===== src/rtl/park_pkg.sv =====
// Shared types and sensor phase patterns for the parking-lot sensor emulator.
// Patterns are {SIG_A, SIG_B}.
package park_pkg;

    typedef enum logic [2:0] {
        IDLE = 3'd0,
        PH1  = 3'd1,
        PH2  = 3'd2,
        PH3  = 3'd3,
        PH4  = 3'd4,
        GAP  = 3'd5
    } emu_state_t;

    localparam logic [1:0] ENT_PH1 = 2'b10;
    localparam logic [1:0] ENT_PH2 = 2'b11;
    localparam logic [1:0] ENT_PH3 = 2'b01;
    localparam logic [1:0] EXT_PH1 = 2'b01;
    localparam logic [1:0] EXT_PH2 = 2'b11;
    localparam logic [1:0] EXT_PH3 = 2'b10;
    localparam logic [1:0] AB_IDLE = 2'b00;

    function automatic logic [1:0] phase_pattern(input emu_state_t st, input logic dir);
        logic [1:0] ab;
        case (st)
            PH1:     ab = dir ? ENT_PH1 : EXT_PH1;
            PH2:     ab = dir ? ENT_PH2 : EXT_PH2;
            PH3:     ab = dir ? ENT_PH3 : EXT_PH3;
            default: ab = AB_IDLE;
        endcase
        return ab;
    endfunction

endpackage


===== src/rtl/phase_timer.sv =====
// Loadable down-counter; tc is high while the count sits at zero.
module phase_timer #(
    parameter int W = 3
) (
    input  logic         clk,
    input  logic         rst_n,
    input  logic         load,
    input  logic [W-1:0] load_val,
    output logic         tc
);

    logic [W-1:0] cnt_r;

    // Count down from the loaded value and park at zero.
    always_ff @(posedge clk or negedge rst_n) begin
        if (!rst_n) begin
            cnt_r <= {W{1'b0}};
        end else if (load) begin
            cnt_r <= load_val;
        end else if (cnt_r != {W{1'b0}}) begin
            cnt_r <= cnt_r - {{(W-1){1'b0}}, 1'b1};
        end else begin
            cnt_r <= cnt_r;
        end
    end

    assign tc = (cnt_r == {W{1'b0}});

endmodule


===== src/rtl/car_sensor_emulator.sv =====
// Emits one legal enter/exit SIG_A/SIG_B sequence per accepted request, then
// a quiet gap, a DONE pulse and a per-direction event count.
module car_sensor_emulator
    import park_pkg::*;
#(
    parameter int PHASE_CYCLES = 5_000_000,
    parameter int GAP_CYCLES   = 5_000_000,
    parameter int CNT_W        = 8
) (
    input  logic             CLOCK_50,
    input  logic             RSTN,
    input  logic             REQ_ENTER,
    input  logic             REQ_EXIT,
    output logic             READY,
    output logic             SIG_A,
    output logic             SIG_B,
    output logic             DONE,
    output logic             DIR,
    output logic [CNT_W-1:0] ENTER_CNT,
    output logic [CNT_W-1:0] EXIT_CNT
);

    localparam int MAX_CYCLES = (PHASE_CYCLES > GAP_CYCLES) ? PHASE_CYCLES : GAP_CYCLES;
    localparam int TW         = $clog2(MAX_CYCLES + 1);
    localparam logic [TW-1:0] PHASE_LOAD = TW'(PHASE_CYCLES - 1);
    localparam logic [TW-1:0] GAP_LOAD   = TW'(GAP_CYCLES - 1);

    emu_state_t       state_r;
    logic             ready_r, sig_a_r, sig_b_r, done_r, dir_r;
    logic [CNT_W-1:0] enter_cnt_r, exit_cnt_r;
    logic             tc_s, load_s;
    logic [TW-1:0]    load_val_s;

    phase_timer #(.W(TW)) u_timer (
        .clk      (CLOCK_50),
        .rst_n    (RSTN),
        .load     (load_s),
        .load_val (load_val_s),
        .tc       (tc_s)
    );

    // Reload the timer on the same edge the FSM enters a timed state.
    always_comb begin
        load_s     = 1'b0;
        load_val_s = PHASE_LOAD;
        if (state_r == IDLE) begin
            load_s = REQ_ENTER | REQ_EXIT;
        end else if ((state_r == PH1) || (state_r == PH2)) begin
            load_s = tc_s;
        end else if (state_r == PH4) begin
            load_s     = 1'b1;
            load_val_s = GAP_LOAD;
        end else begin
            load_s = 1'b0;
        end
    end

    // Sequencing FSM with registered sensor, handshake and counter outputs.
    always_ff @(posedge CLOCK_50 or negedge RSTN) begin
        if (!RSTN) begin
            state_r     <= IDLE;
            ready_r     <= 1'b1;
            sig_a_r     <= 1'b0;
            sig_b_r     <= 1'b0;
            done_r      <= 1'b0;
            dir_r       <= 1'b0;
            enter_cnt_r <= {CNT_W{1'b0}};
            exit_cnt_r  <= {CNT_W{1'b0}};
        end else begin
            done_r <= 1'b0;
            case (state_r)
                IDLE: begin
                    if (REQ_ENTER) begin
                        dir_r                <= 1'b1;
                        state_r              <= PH1;
                        ready_r              <= 1'b0;
                        {sig_a_r, sig_b_r}   <= ENT_PH1;
                    end else if (REQ_EXIT) begin
                        dir_r                <= 1'b0;
                        state_r              <= PH1;
                        ready_r              <= 1'b0;
                        {sig_a_r, sig_b_r}   <= EXT_PH1;
                    end else begin
                        ready_r <= 1'b1;
                    end
                end
                PH1: begin
                    if (tc_s) begin
                        state_r            <= PH2;
                        {sig_a_r, sig_b_r} <= phase_pattern(PH2, dir_r);
                    end
                end
                PH2: begin
                    if (tc_s) begin
                        state_r            <= PH3;
                        {sig_a_r, sig_b_r} <= phase_pattern(PH3, dir_r);
                    end
                end
                PH3: begin
                    if (tc_s) begin
                        state_r            <= PH4;
                        {sig_a_r, sig_b_r} <= AB_IDLE;
                    end
                end
                PH4: begin
                    state_r <= GAP;
                end
                GAP: begin
                    if (tc_s) begin
                        state_r <= IDLE;
                        ready_r <= 1'b1;
                        done_r  <= 1'b1;
                        if (dir_r) begin
                            enter_cnt_r <= enter_cnt_r + {{(CNT_W-1){1'b0}}, 1'b1};
                        end else begin
                            exit_cnt_r  <= exit_cnt_r + {{(CNT_W-1){1'b0}}, 1'b1};
                        end
                    end
                end
                default: begin
                    state_r            <= IDLE;
                    ready_r            <= 1'b1;
                    {sig_a_r, sig_b_r} <= AB_IDLE;
                end
            endcase
        end
    end

    assign READY     = ready_r;
    assign SIG_A     = sig_a_r;
    assign SIG_B     = sig_b_r;
    assign DONE      = done_r;
    assign DIR       = dir_r;
    assign ENTER_CNT = enter_cnt_r;
    assign EXIT_CNT  = exit_cnt_r;

endmodule


===== config.mk =====
export PLATFORM = sky130hd
export DESIGN_NAME = car_sensor_emulator
export DESIGN_NICKNAME = d
export VERILOG_FILES = /design/src/rtl/park_pkg.sv /design/src/rtl/phase_timer.sv /design/src/rtl/car_sensor_emulator.sv
export SDC_FILE = /design/constraint.sdc
export NUM_CORES = 1
export LEC_CHECK = 0
export CORE_UTILIZATION = 42
export CTS_CLUSTER_DIAMETER = 150
export DETAILED_ROUTE_END_ITERATION = 8
export GPL_ROUTABILITY_DRIVEN = 0
export GPL_TIMING_DRIVEN = 1
export PLACE_DENSITY = 0.64
export SYNTH_ARGS = -nofsm -noshare
export SYNTH_HDL_FRONTEND = slang
export SYNTH_SLANG_ARGS = --single-unit

===== constraint.sdc =====
create_clock -name CLOCK_50 -period 4.2 [get_ports CLOCK_50]
set_input_delay 0.84 -clock CLOCK_50 [delete_from_list [all_inputs] [get_ports CLOCK_50]]
set_output_delay 0.84 -clock CLOCK_50 [all_outputs]
set_load 0.05 [all_outputs]

==> results of run 1 <==
## sequential cells by signal (all words and copies together) (netlist names)
name	count
EXIT_CNT	8
DIR	1
ENTER_CNT	8
READY	1
state_r	3
DONE	1
SIG_A	1
SIG_B	1
u_timer.cnt_r	23
## synthesized netlist by cell type, types with 3 or more instances
master / number
a21oi_1: 3
ha_1: 4
nor4_4: 3
a31oi_1: 4
nand2_1: 30
nand4_1: 6
dfrtp_1: 46
and2_1: 3
a211oi_1: 8
or3_1: 5
o21ai_0: 10
xor2_1: 9
o211ai_1: 3
nor4_1: 5
nor2_1: 24
nor3_1: 16
nor4_2: 4
clkbuf_1: 6
inv_1: 6
nand3_1: 9
xnor2_1: 17
## final cells by class
cell class              instances  area, um2  share of cell area
clock buffers                   7       86.3              0.0292
clock inverters                 1       8.76             0.00296
inverters                       6       22.5             0.00761
multi-input cells             200       1340               0.451
flip-flops and latches         47       1180               0.398
well taps                      75       93.8              0.0317
repair buffers                 24        235              0.0795
## routing by layer
layer  routed length, um  vias up  GRT usage
li1                    -      996          -
met1                2590     1019      0.266
met2                2610       59      0.316
met3                 265       11     0.0375
met4                  87        0     0.0821
met5                   0        -          0
## critical path, cell delays in order (launching register included)
cell	delay [ns]
dfrtp_1	0.43
inv_1	0.10
ha_1	0.16
nor4b_1	0.36
nand4_1	0.22
nor2_1	0.70
a21oi_1	0.39
o21ai_0	0.18
## logic make-up (layout without fill, tap and decap cells)
family          Yosys count  count (layout)  synth area share
mux                       2               2           0.00873
simple gates            124             124             0.281
fa+ha+maj                 4               4            0.0194
compound gates           44              44             0.120
buf+inv                  15              38            0.0257
flops                    47              47             0.456
xor+xnor                 26              26            0.0883
## worst max-delay path by stage
stage,slack [ns],cells after the start,end
CTS,1.58,1,DIR
global placement,1.62,5,u_timer.cnt_r[2]$_DFFE_PN0P_
detailed placement,1.50,5,u_timer.cnt_r[2]$_DFFE_PN0P_
finish,1.58,7,u_timer.cnt_r[2]$_DFFE_PN0P_
global route,1.25,7,u_timer.cnt_r[2]$_DFFE_PN0P_
floorplan,2.12,7,EXIT_CNT[6]$_DFFE_PN0P_
## per-stage QoR
step / hold slack, ns / std cells / setup WS, ns
finish: 0.469 / 360 / 1.58
global placement: 0.456 / 352 / 1.62
floorplan: 0.496 / 262 / 2.12
detailed placement: 0.459 / 352 / 1.50
CTS: 0.475 / 360 / 1.58
global route: 0.483 / 360 / 1.25
## power groups by stage
stage / registers, mW / clock network, mW / logic [mW]
CTS: 0.466 / 0.307 / 0.0260
global route: 0.467 / 0.323 / 0.0291
finish: 0.466 / 0.296 / 0.0252
floorplan: 0.475 / 0 / 0.00903
detailed placement: 0.475 / 0 / 0.0260
global placement: 0.475 / 0 / 0.0254
==> flow_metrics.env, run 1 <==
export IMPL_final_util=0.500
export IMPL_grt_max_degree=48
export IMPL_ys_flop_type="dfrtp_1"
export IMPL_relSlewSlack=0.280
export IMPL_numCtsBuffers=5
export IMPL_cp_end_kind="register"
export IMPL_critPathKind="register to register"
export IMPL_crit_path_start="u_timer.cnt_r[0]$_DFFE_PN0P_"
export IMPL_whs_path_depth=1
export IMPL_final_cell_mix="dfrtp_1, nand2_1, nor2_1, clkdlybuf4s50_1, xnor2_1"
export IMPL_outcome="completed"
export IMPL_io_pins=25
export IMPL_holdBufCountCts=0
export IMPL_clk_latency_ns=0.31
export IMPL_globalRouteTotalUtil=0.199
export IMPL_r2r_end="u_timer.cnt_r[2]$_DFFE_PN0P_"
export IMPL_drtIter0Drc=161
export IMPL_placed_cell_area_um2=2870
export IMPL_clockBufferDepth=2
export IMPL_seqPwrFrac=0.592
export IMPL_intPower_mw=0.602
export IMPL_powerDensity_nw_per_um2=266
export IMPL_leakagePower_nw=1.16
export IMPL_synth_top_area_cell="dfrtp_1"
export IMPL_layout_commonest_cell="dfrtp_1"
export IMPL_start_util=0.436
export IMPL_drv_slew=0
export IMPL_synth_nets=270
export IMPL_worstPathArrival_ns=2.85
export IMPL_ys_ff_latch=47
export IMPL_fin_nets=292
export IMPL_rows=28
export IMPL_drtPass1Iterations=4
export IMPL_port_buffers=24
export IMPL_grt_antenna_before_repair=0
export IMPL_rsz0062_at_grt="no"
export IMPL_min_period_ns=2.62
export IMPL_syn_inst=262
export IMPL_vias=2085
export IMPL_htree_levels=2
export IMPL_finClkSkew_ns=0.00783
export IMPL_postCtsSetupBuffers=0
export IMPL_rr_worst_depth=7
export IMPL_ys_types=52
export IMPL_synth_seq_area_share=0.456
export IMPL_r2r_start="u_timer.cnt_r[0]$_DFFE_PN0P_"
export IMPL_hold_end="ENTER_CNT[7]$_DFFE_PN0P_"
export IMPL_die_h_um=80.4
export IMPL_setup_viol=0
export IMPL_reg2reg_slack_ns=1.58
export IMPL_synth_top_cell_area_share=0.446
export IMPL_power_mw=0.787
export IMPL_ir_drop_uv=169
export IMPL_critPathMaxFanout=13
export IMPL_grt_overflow_total=0
export IMPL_viasPerCell=5.79
export IMPL_netSwitchingFraction=0.236
export IMPL_synth_area_top_cells="dfrtp_1, xnor2_1, nand2_1, nor2_1, nor3_1"
export IMPL_post_cts_resized=0
export IMPL_wire_per_inst_um=15.4
export IMPL_synth_edf_count=0
export IMPL_antenna_left=0
export IMPL_hpwl_um=3920
export IMPL_p_clk_frac=0.376
export IMPL_final_hold_violation_count=0
export IMPL_max_freq_mhz=381
export IMPL_wirelength_um=5550
export IMPL_cap_violations=0
export IMPL_fin_area_um2=2960
export IMPL_tightest_slew_ns=1.08
export IMPL_drive_gt1_frac=0.0912
export IMPL_worstHoldStart="ENTER_CNT[7]$_DFFE_PN0P_"
export IMPL_syn_avg_cell_area_um2=9.85
export IMPL_fill_cells=547
export IMPL_yosysWarnings=0
export IMPL_cts_sinks=47
export IMPL_drc=0
export IMPL_p_comb_frac=0.032
export IMPL_synth_area_um2=2580
export IMPL_grt_pass1_vias=2009
export IMPL_fin_setup_tns_ns=0
export IMPL_clk_pin_slew_ns=0.09
export IMPL_area_delta_synth_final_pct=14.7
export IMPL_cts_tree="built"
export IMPL_hold_path_class="register to register"
export IMPL_root_buffer="clkbuf_8"
export IMPL_die_area_um2=6460
export IMPL_finalCritPeriodShare=0.625
export IMPL_die_width_um=80.4
export IMPL_switching_power_mw=0.185
export IMPL_antenna_cells=0
export IMPL_synthArstFlopShare=1.00
export IMPL_required_ns=4.42
export IMPL_crit_path_start_kind="register"
export IMPL_grt_first_pass_wirelength_um=9780
export IMPL_core_um2=5920
No activity file was read; power rests on OpenSTA's default activity.
==> run 2, diff against run 1 <==
clock period = 2.5 ns   (was 4.2 ns; I/O delays follow)
==> run 2 against run 1 <==
Compared with the run above: hold slack worse by 0.31 ns; utilization up 1.9 points; sequential power up 68%; total power up 79%; critical path depth unchanged; clock power up 95%; register-to-register slack worse by 1.4 ns; combinational power up 78%; via count down 0.53%; setup slack worse by 1.4 ns; global-route usage down 0.95 points; highest routed layer unchanged; flip-flop and latch count unchanged.
==> flow_metrics.env, run 2 (synthesized netlist as in run 1, its figures left out) <==
export IMPL_fill_cells=550
export IMPL_rows=28
export IMPL_grt_first_pass_wirelength_um=9380
export IMPL_drtPass1Iterations=4
export IMPL_outcome="completed"
export IMPL_grt_max_degree=25
export IMPL_fin_setup_tns_ns=0
export IMPL_max_stage_delay_ns=0.56
export IMPL_drtIter0Drc=79
export IMPL_cpLargestDelayFamily="simple AND/OR/NAND/NOR gates"
export IMPL_vias=2074
export IMPL_worstPathArrival_ns=2.58
export IMPL_min_period_ns=2.35
export IMPL_clk_pin_slew_ns=0.10
export IMPL_root_buffer="clkbuf_8"
export IMPL_wire_per_inst_um=14.6
export IMPL_wirelength_um=5440
export IMPL_p_clk_frac=0.411
export IMPL_core_um2=5920
export IMPL_reg2reg_slack_ns=0.15
export IMPL_crit_path_start_kind="register"
export IMPL_critPathMaxFanout=11
export IMPL_relSlewSlack=0.610
export IMPL_antenna_left=0
export IMPL_cap_violations=0
export IMPL_io_pins=25
export IMPL_power_mw=1.41
export IMPL_clockBufferDepth=2
export IMPL_clk_latency_ns=0.31
export IMPL_ir_drop_uv=324
export IMPL_cp_slowest_cell="or4b_1"
export IMPL_r2r_end="u_timer.cnt_r[1]$_DFFE_PN0P_"
export IMPL_hpwl_um=4170
export IMPL_fin_nets=304
export IMPL_globalRouteTotalUtil=0.190
export IMPL_die_area_um2=6460
export IMPL_grtUsageMet1=0.241
export IMPL_seqPwrFrac=0.557
export IMPL_rr_worst_depth=7
export IMPL_drive_gt1_frac=0.131
export IMPL_worstPathCellList="inv_1 > ha_1 > or4b_1 > nor4_4 > nand2_2 > and2_0 > o21ai_0"
export IMPL_drc=0
export IMPL_postCtsSetupBuffers=0
export IMPL_post_cts_resized=0
export IMPL_grt_overflow_total=0
export IMPL_leakagePower_nw=1.23
export IMPL_netSwitchingFraction=0.225
export IMPL_layout_commonest_cell="dfrtp_1"
export IMPL_holdBufCountCts=0
export IMPL_antenna_cells=0
export IMPL_cts_tree="built"
export IMPL_hold_path_class="input pin to async pin"
export IMPL_finClkSkew_ns=0.00843
export IMPL_cp_end_kind="register"
export IMPL_tightest_slew_ns=0.580
export IMPL_port_buffers=24
export IMPL_final_cell_mix="dfrtp_1, nand2_1, nor2_1, clkdlybuf4s50_1, xnor2_1"
export IMPL_htree_levels=2
export IMPL_top_register="u_timer.cnt_r"
export IMPL_met2_usage=0.320
export IMPL_rsz0062_at_grt="no"
export IMPL_cp_num_buf_inv=1
export IMPL_die_width_um=80.4
export IMPL_critPathKind="register to register"
export IMPL_intPower_mw=1.09
export IMPL_required_ns=2.73
export IMPL_start_util=0.436
export IMPL_area_delta_synth_final_pct=19.1
export IMPL_grt_antenna_before_repair=0
export IMPL_cts_sinks=47
export IMPL_p_comb_frac=0.032
export IMPL_r2r_start="u_timer.cnt_r[1]$_DFFE_PN0P_"
export IMPL_die_h_um=80.4
export IMPL_finalCritPeriodShare=0.940
export IMPL_grt_pass1_vias=2021
export IMPL_largest_reg_flops=23
export IMPL_max_freq_mhz=426
export IMPL_powerDensity_nw_per_um2=458
export IMPL_setup_viol=0
export IMPL_numCtsBuffers=5
export IMPL_final_hold_violation_count=0
export IMPL_viasPerCell=5.58
export IMPL_met3_usage=0.0352
export IMPL_drv_slew=0
export IMPL_busiest_layer="met2"
export IMPL_switching_power_mw=0.317
-- run 2: worst max path at each step --
stage / from / slack [ns] / end / cells after the start
floorplan: u_timer.cnt_r[0]$_DFFE_PN0P_ / 0.42 / EXIT_CNT[6]$_DFFE_PN0P_ / 7
global placement: u_timer.cnt_r[0]$_DFFE_PN0P_ / 0.28 / EXIT_CNT[7]$_DFFE_PN0P_ / 7
detailed placement: u_timer.cnt_r[1]$_DFFE_PN0P_ / 0.21 / u_timer.cnt_r[1]$_DFFE_PN0P_ / 7
CTS: u_timer.cnt_r[0]$_DFFE_PN0P_ / 0.18 / u_timer.cnt_r[1]$_DFFE_PN0P_ / 7
global route: u_timer.cnt_r[0]$_DFFE_PN0P_ / 0.03 / u_timer.cnt_r[1]$_DFFE_PN0P_ / 7
finish: u_timer.cnt_r[1]$_DFFE_PN0P_ / 0.15 / u_timer.cnt_r[1]$_DFFE_PN0P_ / 7
-- run 2: area by class of cell --
type                            instances  area, um2  share of cell area
Multi-Input combinational cell        200       1340               0.435
Clock buffer                            5       68.8              0.0224
Sequential cell                        47       1180               0.383
Timing Repair Buffer                   36        325               0.106
Inverter                                6       22.5             0.00733
Clock inverter                          3       47.5              0.0155
Tap cell                               75       93.8              0.0305
-- run 2: power by group through the flow --
stage	Combinational [mW]	Sequential, mW	Clock, mW
CTS	0.0463	0.783	0.594
global route	0.0512	0.785	0.624
detailed placement	0.0462	0.797	0
global placement	0.0454	0.797	0
floorplan	0.0152	0.797	0
finish	0.0448	0.783	0.578
-- run 2: layer usage --
metal  part of all wire  vias to the layer above
li1                   -                     1019
met1               0.47                     1000
met3              0.036                       11
met4              0.018                        0
met5                  0                        -
met2               0.48                       44
-- run 2: worst reg2reg max path, delay by kind of cell (launching register included) --
family	cells	cell delay [ns]
buffers and inverters	1	0.10
flip-flops	1	0.44
AND/OR/NAND/NOR	4	1.41
AO/OA/AOI/OAI	1	0.16
adder cells (fa/ha/maj)	1	0.15
-- run 2: per-stage QoR --
| step | cell area (um2) | instances | utilization | hold WS, ns | setup slack (ns) |
|---|---|---|---|---|---|
| after floorplan | 2580 | 262 | - | 0.204 | 0.416 |
| after global placement | 2960 | 364 | 0.499 | 0.456 | 0.276 |
| after detailed placement | 2960 | 364 | 0.499 | 0.462 | 0.206 |
| after CTS | 3070 | 372 | 0.519 | 0.167 | 0.178 |
| after global routing | 3070 | 372 | 0.519 | 0.183 | 0.0299 |
| final | 3070 | 372 | 0.519 | 0.157 | 0.150 |
